**src/rtl/clock_mode_ctrl_pkg.sv**
```systemverilog
// Shared types and defaults for the digital clock mode sequencer.
// Holds the mode_t encoding, default timing parameters and the clock's
// seconds/hours moduli used by the counter datapath.
package clock_pkg;

  typedef enum logic [2:0] {
    RUN   = 3'd0,
    T_HRS = 3'd1,
    T_MIN = 3'd2,
    A_HRS = 3'd3,
    A_MIN = 3'd4
  } mode_t;

  localparam int REPEAT_DLY_DEF = 3;
  localparam int TIMEOUT_DEF    = 10;

  localparam int NS = 60;
  localparam int NH = 24;

  // Mode button cycle: RUN -> set hours -> set minutes -> alarm hours -> alarm minutes -> RUN.
  function automatic mode_t next_mode(input mode_t m);
    case (m)
      RUN:     return T_HRS;
      T_HRS:   return T_MIN;
      T_MIN:   return A_HRS;
      A_HRS:   return A_MIN;
      default: return RUN;
    endcase
  endfunction

endpackage

```
**src/rtl/clock_mode_ctrl_if.sv**
```systemverilog
// Button and control-level bundle between the raw buttons, the mode
// sequencer and the clock/alarm counter datapath.
// master drives the buttons; slave is the sequencer.
interface clock_mode_ctrl_if;

  logic       Mode;
  logic       Adv;
  logic       Timeset;
  logic       Alarmset;
  logic       Hrsadv;
  logic       Minadv;
  logic       Alarmon;
  logic [2:0] ModeState;

  modport master (
    output Mode, Adv,
    input  Timeset, Alarmset, Hrsadv, Minadv, Alarmon, ModeState
  );

  modport slave (
    input  Mode, Adv,
    output Timeset, Alarmset, Hrsadv, Minadv, Alarmon, ModeState
  );

endinterface

```
**src/rtl/clock_mode_ctrl_btn_rep.sv**
```systemverilog
// Button press detector with auto-repeat.
// press: button high this edge, low the previous edge.
// rep:   button still held after an accepted press and the hold counter has
//        reached REPEAT_DLY, so a strobe is due every cycle.
// clr (a Mode press) discards the current hold; the button must be released
// and pressed again before repeats resume.
module btn_rep #(
  parameter int REPEAT_DLY = 3
) (
  input  logic clk,
  input  logic rst,
  input  logic btn,
  input  logic clr,
  output logic press,
  output logic rep
);

  localparam int CW = $clog2(REPEAT_DLY + 1);
  localparam logic [CW-1:0] SAT = CW'(REPEAT_DLY);
  localparam logic [CW-1:0] TH  = CW'(REPEAT_DLY - 1);

  logic          btn_q;
  logic          armed;
  logic [CW-1:0] hold_cnt;

  assign press = btn & ~btn_q;
  // The counter lands on SAT at the edge where hold_cnt == TH, so that edge already repeats.
  assign rep   = btn & ~press & ~clr & armed & (hold_cnt >= TH);

  // Edge history, saturating hold counter, and the armed flag that survives only an uninterrupted hold.
  always_ff @(posedge clk) begin
    if (rst) begin
      btn_q    <= 1'b0;
      hold_cnt <= '0;
      armed    <= 1'b0;
    end else begin
      btn_q <= btn;
      if (clr || !btn || press)
        hold_cnt <= '0;
      else if (hold_cnt != SAT)
        hold_cnt <= hold_cnt + CW'(1);
      if (clr || !btn)
        armed <= 1'b0;
      else if (press)
        armed <= 1'b1;
    end
  end

endmodule

```
**src/rtl/clock_mode_ctrl.sv**
```systemverilog
// Two-button mode sequencer for the digital clock.
// Mode steps RUN -> T_HRS -> T_MIN -> A_HRS -> A_MIN -> RUN; Adv issues
// hour/minute advance strobes in the set states (with auto-repeat) and
// toggles Alarmon in RUN. All outputs are registers or register decodes.
// Optional feature macro: MODE_TIMEOUT_EN adds an idle timeout that returns
// a set state to RUN after TIMEOUT idle edges.
module clock_mode_ctrl
  import clock_pkg::*;
#(
  parameter int REPEAT_DLY = REPEAT_DLY_DEF,
  parameter int TIMEOUT    = TIMEOUT_DEF
) (
  input  logic               Pulse,
  input  logic               Reset,
  clock_mode_ctrl_if.slave   bus
);

  mode_t state, state_nxt;
  logic  mode_q;
  logic  mode_press;
  logic  adv_press;
  logic  adv_rep;
  logic  adv_hit;
  logic  timeout_hit;
  logic  hrs_adv, hrs_nxt;
  logic  min_adv, min_nxt;
  logic  alarm_on, alarm_nxt;

  assign mode_press = bus.Mode & ~mode_q;
  assign adv_hit    = (adv_press | adv_rep) & ~mode_press;

  btn_rep #(.REPEAT_DLY(REPEAT_DLY)) u_adv_rep (
    .clk   (Pulse),
    .rst   (Reset),
    .btn   (bus.Adv),
    .clr   (mode_press),
    .press (adv_press),
    .rep   (adv_rep)
  );

`ifdef MODE_TIMEOUT_EN
  localparam int IW = $clog2(TIMEOUT);
  localparam logic [IW-1:0] IDLE_MAX = IW'(TIMEOUT - 1);

  logic [IW-1:0] idle_cnt;

  assign timeout_hit = (state != RUN) & ~mode_press & ~bus.Adv & (idle_cnt == IDLE_MAX);

  // Idle edge counter for set states; any button activity or landing in RUN restarts it.
  always_ff @(posedge Pulse) begin
    if (Reset)
      idle_cnt <= '0;
    else if (state_nxt == RUN || mode_press || bus.Adv)
      idle_cnt <= '0;
    else
      idle_cnt <= idle_cnt + IW'(1);
  end
`else
  assign timeout_hit = 1'b0;
`endif

  // State, Mode edge history and registered output levels.
  always_ff @(posedge Pulse) begin
    if (Reset) begin
      state    <= RUN;
      mode_q   <= 1'b0;
      hrs_adv  <= 1'b0;
      min_adv  <= 1'b0;
      alarm_on <= 1'b0;
    end else begin
      state    <= state_nxt;
      mode_q   <= bus.Mode;
      hrs_adv  <= hrs_nxt;
      min_adv  <= min_nxt;
      alarm_on <= alarm_nxt;
    end
  end

  // Next state and next strobes: Mode beats Adv, unused encodings fall back to RUN.
  always_comb begin
    state_nxt = state;
    hrs_nxt   = 1'b0;
    min_nxt   = 1'b0;
    alarm_nxt = alarm_on;
    case (state)
      RUN, T_HRS, T_MIN, A_HRS, A_MIN: begin
        if (mode_press)
          state_nxt = next_mode(state);
        else if (timeout_hit)
          state_nxt = RUN;
      end
      default: state_nxt = RUN;
    endcase
    if (state == RUN && adv_press && !mode_press)
      alarm_nxt = ~alarm_on;
    if (state == T_HRS || state == A_HRS)
      hrs_nxt = adv_hit;
    if (state == T_MIN || state == A_MIN)
      min_nxt = adv_hit;
  end

  assign bus.Timeset   = (state == T_HRS) || (state == T_MIN);
  assign bus.Alarmset  = (state == A_HRS) || (state == A_MIN);
  assign bus.Hrsadv    = hrs_adv;
  assign bus.Minadv    = min_adv;
  assign bus.Alarmon   = alarm_on;
  assign bus.ModeState = state;

endmodule

```
**src/flat_wrapper.sv**
```systemverilog
// flat-port wrapper written by rule: the top's interface ports become plain ports
module clock_mode_ctrl_flat import clock_pkg::*;
#(
  parameter int REPEAT_DLY = REPEAT_DLY_DEF,
  parameter int TIMEOUT    = TIMEOUT_DEF
)
  (Pulse, Reset, bus_Mode, bus_Adv, bus_Timeset, bus_Alarmset, bus_Hrsadv, bus_Minadv, bus_Alarmon, bus_ModeState);
  clock_mode_ctrl_if bus_i ();
  input  logic Pulse;
  input  logic Reset;
  input wire logic [$bits(bus_i.Mode)-1:0] bus_Mode;
  input wire logic [$bits(bus_i.Adv)-1:0] bus_Adv;
  output wire logic [$bits(bus_i.Timeset)-1:0] bus_Timeset;
  output wire logic [$bits(bus_i.Alarmset)-1:0] bus_Alarmset;
  output wire logic [$bits(bus_i.Hrsadv)-1:0] bus_Hrsadv;
  output wire logic [$bits(bus_i.Minadv)-1:0] bus_Minadv;
  output wire logic [$bits(bus_i.Alarmon)-1:0] bus_Alarmon;
  output wire logic [$bits(bus_i.ModeState)-1:0] bus_ModeState;
  assign bus_i.Mode = bus_Mode;
  assign bus_i.Adv = bus_Adv;
  assign bus_Timeset = bus_i.Timeset;
  assign bus_Alarmset = bus_i.Alarmset;
  assign bus_Hrsadv = bus_i.Hrsadv;
  assign bus_Minadv = bus_i.Minadv;
  assign bus_Alarmon = bus_i.Alarmon;
  assign bus_ModeState = bus_i.ModeState;
  clock_mode_ctrl #(.REPEAT_DLY(REPEAT_DLY), .TIMEOUT(TIMEOUT)) u_core (.Pulse(Pulse), .Reset(Reset), .bus(bus_i));
endmodule
```
**config.mk**
```make
export PLATFORM = sky130hd
export DESIGN_NAME = clock_mode_ctrl_flat
export DESIGN_NICKNAME = d
export VERILOG_FILES = /design/src/rtl/clock_mode_ctrl_pkg.sv /design/src/rtl/clock_mode_ctrl_if.sv /design/src/rtl/clock_mode_ctrl_btn_rep.sv /design/src/rtl/clock_mode_ctrl.sv /design/src/flat_wrapper.sv
export SDC_FILE = /design/constraint.sdc
export NUM_CORES = 1
export LEC_CHECK = 0
export BUFFER_PORTS_ARGS = -buffer_cell sky130_fd_sc_hd__buf_4
export CORE_AREA = 2 2 39 41
export CTS_BUF_LIST = sky130_fd_sc_hd__clkbuf_4 sky130_fd_sc_hd__clkbuf_8
export DETAILED_ROUTE_END_ITERATION = 8
export DIE_AREA = 0 0 41 43
export PLACE_DENSITY = 0.61
export SLEW_MARGIN = 20
export SYNTH_ARGS = -nofsm -noshare
export SYNTH_HDL_FRONTEND = slang
export SYNTH_SLANG_ARGS = --single-unit
export TNS_END_PERCENT = 10
```
**constraint.sdc**
```tcl
create_clock -name Pulse -period 1.1 [get_ports Pulse]
set_input_delay 0.055 -clock Pulse [delete_from_list [all_inputs] [get_ports Pulse]]
set_output_delay 0.055 -clock Pulse [all_outputs]
set_load 0.01 [all_outputs]
```
==> results of run 1 <==
-- synthesized netlist by cell type, drive strengths merged --
master | n | area [um2]
buf | 2 | 16.3
nor3 | 2 | 10.0
xor2 | 2 | 17.5
a21o | 1 | 8.76
inv | 3 | 11.3
nor2b | 4 | 32.5
nor3b | 2 | 25.0
dfxtp | 11 | 220
clkbuf | 1 | 5.00
a2111oi | 2 | 36.3
xnor2 | 3 | 26.3
a21oi | 2 | 10.0
mux2 | 1 | 15.0
nand3b | 1 | 7.51
nand2 | 1 | 3.75
ha | 2 | 25.0
nor2 | 6 | 25.0
nand3 | 3 | 15.0
o21ai | 1 | 5.00
nand2b | 1 | 6.26
and3b | 2 | 17.5
-- cells by family (layout without fill, tap and decap cells) --
family                     count (synthesis)  count (layout)  share of synthesized area [%]
AOI/OAI and AO/OA                          6               6                           11.1
xor gates and xnor gates                   5               5                           8.12
adders and majority gates                  2               2                           4.64
buffers and inverters                      6              29                           6.03
DFF                                       11              11                           40.8
muxes                                      1               1                           2.78
and+or+nand+nor                           22              22                           26.5
-- worst max-delay path: stages, from the launching register on --
cell and delay, ps:
dfxtp_4 360, and3b_1 190, a21o_2 190, buf_6 110
-- cells in the final DEF, fill, tap and decap left out, drive strengths merged, types with 2 or more instances in the layout --
cell / instances
and3b: 2
nor2: 6
xor2: 2
nor3: 2
clkbuf: 4
buf: 22
a21oi: 2
nor3b: 2
dfxtp: 11
nor2b: 4
xnor2: 3
nand3: 3
inv: 3
a2111oi: 2
ha: 2
-- per-stage QoR --
| step | hold slack, ps | area, um2 | std cells | setup TNS (ps) | util (%) |
|---|---|---|---|---|---|
| CTS | 19.9 | 769 | 92 | -275 | 55.6 |
| finish | 27.6 | 782 | 92 | -290 | 56.5 |
| global route | 33.3 | 782 | 92 | -649 | 56.5 |
| detailed placement | 309 | 681 | 83 | -51.5 | 49.2 |
| floorplan | 183 | 561 | 53 | -0.656 | - |
| global placement | 305 | 681 | 83 | -6.76 | 49.2 |
-- final cells by class --
cell class	count	area share [%]
Clock buffer	4	3.84
Sequential cell	11	29.3
Timing Repair Buffer	22	23.2
Multi-Input combinational cell	36	39.7
Tap cell	16	2.56
Inverter	3	1.44
-- worst paths after layout --
kind / cells past startpoint / end / from
worst max register to register: 6 / u_core.bus.ModeState[1] / u_core.bus.ModeState[0]
worst min-delay path: 2 / u_core.mode_q / bus_Mode
worst max-delay path: 3 / bus_Alarmset / u_core.bus.ModeState[0]
worst min register to register: 2 / u_core.u_adv_rep.armed / u_core.u_adv_rep.armed
-- per-layer routing --
layer  GRT usage (%)  up-vias
met5               0        -
met3            3.14        2
met2            21.3        7
met4            8.00        0
met1            20.3      195
li1                -      223
-- timing repair --
item                       CTS  global route
resized for setup            4             2
buffers inserted             5             0
setup endpoints to repair    4             6
pin swaps                    1             2
cloned                       0             0
-- power by group through the flow --
stage / registers (mW) / clock network (mW) / logic [mW]
finish: 0.438 / 0.307 / 0.196
global placement: 0.445 / 0 / 0.154
CTS: 0.437 / 0.314 / 0.190
global route: 0.440 / 0.326 / 0.213
floorplan: 0.449 / 0 / 0.0964
detailed placement: 0.446 / 0 / 0.156
-- registers in the layout, indices dropped and copies added, names as in the netlist --
register,count
u_core.u_adv_rep.armed,1
u_core.bus.Minadv,1
u_core.u_adv_rep.hold_cnt,2
u_core.mode_q,1
u_core.bus.Alarmon,1
u_core.u_adv_rep.btn_q,1
u_core.bus.Hrsadv,1
u_core.bus.ModeState,3
==> key figures, run 1 <==
Floorplan
  – Chip width: about 41 um
  – Initial core utilization: approximately two fifths
  – Boundary Pins: 12
  – # rows: 14
  – DIE AREA: between 1500 and 2000 um2
  – Core footprint: 1380 um2
  – Chip Height: 43 um

Worst setup path
  – Flop-to-flop setup slack: -40 ps
  – Crit path max fanout: 3
  – Critical path capture point type: primary output
  – WS Path Type: flip-flop to primary output
  – CP Data Arrival Time: 1130 ps
  – Kind of start point of the critical path: flip-flop
  – CP required: 1040 ps

STA
  – Final Skew: 0.458 ps
  – Unrepaired setup endpoints after global routing: true
  – Final hold violations: 0
  – Worst slew margin: 78.3%
  – Minimum clock period after layout: 1190 ps
  – Final setup fails: 6
  – F_max: approximately 0.84 GHz
  – Worst Slack Setup Final: -86.5 ps
  – Max-slew violation count: 0
  – Period utilization: 108%
  – Slew of the pin with the lowest slew margin: 318 ps

Global route
  – Via count of the first global-routing pass: 414
  – Grt ovf: 0
  – Largest net degree at the start of global routing: 10
  – Tot GR Track Use: 14.9%
  – First-pass GRT wire length: 1760 um
  – Initial antenna violation count: 0

Final layout
  – Fin nets: 83
  – Ratio of cells with drive above 1 in the final layout: 55.3%
  – Multi-input gate area: 310 um2
  – Fill count: 130
  – Ant diodes: 0
  – Area grow syn2layout: 45.0%
  – FF/Latch Area: 229 um2

Clock tree
  – Num Clock Sinks: 11
  – Worst-Skew Late Latency: 270 ps
  – CTS Root Cell: clkbuf_4
  – CTS Buf Count: 3
  – Hold-fix buffers, CTS: 0
  – Clock-pin slew on the worst setup and hold paths: roughly 70 ps
  – TritonCTS clock tree: built
  – Clk buf depth: 2
  – CTS H-tree depth: 1

Synth
  – Cell variety after synth: 25
  – Avg Inst Size Synth: between 10 and 15 um2
  – Mapped Area: between 500 and 600 um2
  – Syn_nets: 59
  – Seq/Total Area, Yosys: 40.8%
  – Flops & latches, synth: 11
  – Yosys warns: 0
  – Cells after Synth: 53

Route
  – DRC: 0
  – Via density: 4.64
  – DR iter-0 viols: 1
  – First-pass DRT Iterations: 3
  – Met2 wire length: between 500 and 600 um
  – Vias after detailed routing: around 430
  – Routed wire length: 1030 um
  – Metal1 wirelength: 451 um
  – Max Used Layer: met4
  – Final ANT Viol Nets: 0
  – WL/cell: around 11 um
  – Met3 Wirelength: 37 um

Place
  – Place WS: -26.6 ps
  – Post-DP HPWL: 715 um
  – Port bufs: 11
  – Gpl congestion: 0.649

Power and ir drop
  – Logic pwr share: 20.8%
  – Net Sw Frac: roughly 26%
  – VDD IR-drop max: around 910 uV
  – Cell area power density: 1200 nW/um2
  – Clock Power Share: 32.6%
  – Flop pwr share: 46.5%
  – Total power: 0.941 mW
  – Sw power: 0.241 mW
  – Static leakage: 0.355 nW
  – Internal power: approximately 0.7 mW

Outcome
  – Failing checks: setup timing
  – Outcome: finished, violations left

Flow run
  – Maximum capacitance violations: 0

Hold path
  – Worst min-delay path class: input pin to flip-flop
(Power assumes the default switching activity.)
==> run 2, diff against run 1 <==
--- a/config.mk
+++ b/config.mk
@@ -10,7 +10,9 @@
 export CTS_BUF_LIST = sky130_fd_sc_hd__clkbuf_4 sky130_fd_sc_hd__clkbuf_8
 export DETAILED_ROUTE_END_ITERATION = 8
 export DIE_AREA = 0 0 41 43
+export GPL_TIMING_DRIVEN = 0
 export PLACE_DENSITY = 0.61
+export RECOVER_POWER = 50
 export SLEW_MARGIN = 20
 export SYNTH_ARGS = -nofsm -noshare
 export SYNTH_HDL_FRONTEND = slang
==> run 2 against run 1 <==
  * Wire length down 4.4%
  * The run still ends with setup timing left
  * Die area unchanged
  * Clock power down 4%
  * Largest power group unchanged
  * Highest routed layer unchanged
  * Largest cell class unchanged
==> key figures, run 2 (synthesized netlist as in run 1, its figures left out) <==
Final layout
  – Commonest non-fill, non-tap cell in the layout: buf_4
  – Area grow syn2layout: 34.6%
  – Commonest non-fill, non-tap cells in the layout: buf_4, dfxtp_1, nor2_1, clkbuf_1, clkbuf_4
  – Post-layout util: 52.4%
  – Ratio of cells with drive above 1 in the final layout: 47.1%
  – Ant diodes: 0
  – Non-Filler Instances: 86
  – Max FFs per register: 3
  – Fin nets: 77

Global route
  – GR peak layer: met2
  – GR Layer Usage met3: under 10%
  – Initial antenna violation count: 0
  – First-pass GRT wire length: 1650 um
  – GRT met1 Usage: 18.1%
  – Largest net degree at the start of global routing: 10
  – Grt ovf: 0
  – Via count of the first global-routing pass: 387
  – GR Util met2: about a fifth
  – Tot GR Track Use: 14.1%

Worst setup path
  – CP Data Arrival Time: between 1000 and 1500 ps
  – Worst r2r src: u_core.u_adv_rep.hold_cnt[0]
  – Flop-to-flop setup slack: -50 ps
  – Top Family by Delay on Critical Path: flip-flops
  – WP depth: 3
  – Slowest cell on the critical path: dfxtp_4
  – WS Path Type: flip-flop to primary output
  – R2r worst-path depth: 5
  – WP buf/inv: 1
  – FF-to-FF End: u_core.bus.Minadv
  – CP required: 1040 ps
  – CP max stage delay: 360 ps
  – CP cell instances: and3b_2, a21o_2, buf_6
  – Kind of start point of the critical path: flip-flop
  – Crit path max fanout: 4
  – Critical path capture point type: primary output

Floorplan
  – # rows: 14
  – Boundary Pins: 12
  – Initial core utilization: 39.0%
  – Core footprint: 1380 um2
  – DIE AREA: 1760 um2
  – Chip Height: ~43 um
  – Chip width: 41 um

STA
  – Worst slew margin: 69.3%
  – Max-slew violation count: 0
  – Slew of the pin with the lowest slew margin: 461 ps
  – Period utilization: 110%
  – F_max: 0.824 GHz
  – Worst Slack Setup Final: -114 ps
  – Final hold violations: 0
  – Final Skew: between 1 and 1.5 ps
  – Unrepaired setup endpoints after global routing: true
  – Minimum clock period after layout: 1210 ps
  – Final setup fails: 5

Route
  – Final ANT Viol Nets: 0
  – Vias after detailed routing: a little over 400
  – DR iter-0 viols: 5
  – DRC: 0
  – WL/cell: 11.4 um
  – First-pass DRT Iterations: 2
  – Via density: 4.76
  – Routed wire length: 981 um

Power and ir drop
  – VDD IR-drop max: 769 uV
  – Static leakage: 0.307 nW
  – Net Sw Frac: about 25%
  – Clock Power Share: roughly 33%
  – Cell area power density: roughly 1200 nW/um2
  – Sw power: 0.219 mW
  – Internal power: 0.669 mW
  – Logic pwr share: approximately 17%
  – Flop pwr share: 49.5%

Hold path
  – WHS Path Cells: 2
  – Hold EP: u_core.mode_q
  – Hold Crit Start: bus_Mode
  – Worst min-delay path class: input pin to flip-flop

Clock tree
  – CTS H-tree depth: 1
  – Clk buf depth: 2
  – Worst-Skew Late Latency: 260 ps
  – Num Clock Sinks: 11
  – TritonCTS clock tree: built
  – Hold-fix buffers, CTS: 0
  – Clock-pin slew on the worst setup and hold paths: 70 ps
  – CTS Root Cell: clkbuf_4
  – CTS Buf Count: 3

Place
  – Post-DP HPWL: 667 um
  – Port bufs: 10
  – Number of placed instances, taps included: 79
  – Gpl congestion: about 0.64

Outcome
  – Outcome: finished, violations left
  – Failing checks: setup timing

Flow run
  – Maximum capacitance violations: 0
[run 2: cell count changes in the layout (fill, tap and decap cells not counted), sizes merged]
cell and delta:
buf -10, clkbuf +4
[run 2: power groups by stage]
stage,combinational [mW],sequential [mW],clock [mW]
CTS,0.135,0.448,0.303
global route,0.170,0.442,0.328
detailed placement,0.150,0.445,0
global placement,0.148,0.445,0
finish,0.155,0.440,0.294
floorplan,0.0964,0.449,0
[run 2: area by class of cell]
cell class,count,area (um2)
Fill cell,144,658
Multi-Input combinational cell,36,317
Sequential cell,11,231
Timing Repair Buffer,15,113
Clock buffer,4,30.0
Tap cell,16,20.0
Inverter,3,11.3
Buffer,1,3.75
[run 2: worst reg2reg max path, stage by stage (launching register included)]
cell       delay (ps)
dfxtp_2           340
inv_2              70
ha_4              130
o21ai_2            60
a2111oi_4         290
nor3b_2           200
[run 2: per-layer routing]
metal  vias to the layer above  wire, um
met2                         7       496
met5                         -         0
met4                         0        15
met3                         4        33
li1                        212         -
met1                       186       435
[run 2: stage by stage]
step	area (um2)	setup WS (ps)	total power, mW	setup TNS, ps	hold slack [ps]
2_1_floorplan	561	-0.656	0.545	-0.656	183
3_3_place_gp	656	-48.2	0.593	-75.5	305
3_5_place_dp	656	-66.6	0.595	-105	301
4_1_cts	717	-126	0.885	-307	27.6
5_1_grt	726	-158	0.940	-512	36.3
6_report	726	-114	0.888	-265	28.2
[run 2: how the worst max path moves through the flow]
stage | start | endpoint | slack [ps]
2_1_floorplan | u_core.u_adv_rep.hold_cnt[0] | u_core.bus.Minadv | -0.7
3_3_place_gp | u_core.u_adv_rep.hold_cnt[0] | u_core.bus.Minadv | -50
3_5_place_dp | u_core.u_adv_rep.hold_cnt[0] | u_core.bus.Minadv | -70
4_1_cts | u_core.bus.ModeState[2] | bus_Alarmset | -130
5_1_grt | u_core.bus.ModeState[1] | bus_Alarmset | -160
6_report | u_core.bus.ModeState[1] | bus_Alarmset | -110
[run 2: what timing repair did]
| item | in CTS | in global routing |
|---|---|---|
| resized for setup | 6 | 5 |
| setup endpoints to repair | 5 | 5 |
| pin swaps | 1 | 0 |
| buffers inserted | 3 | 2 |
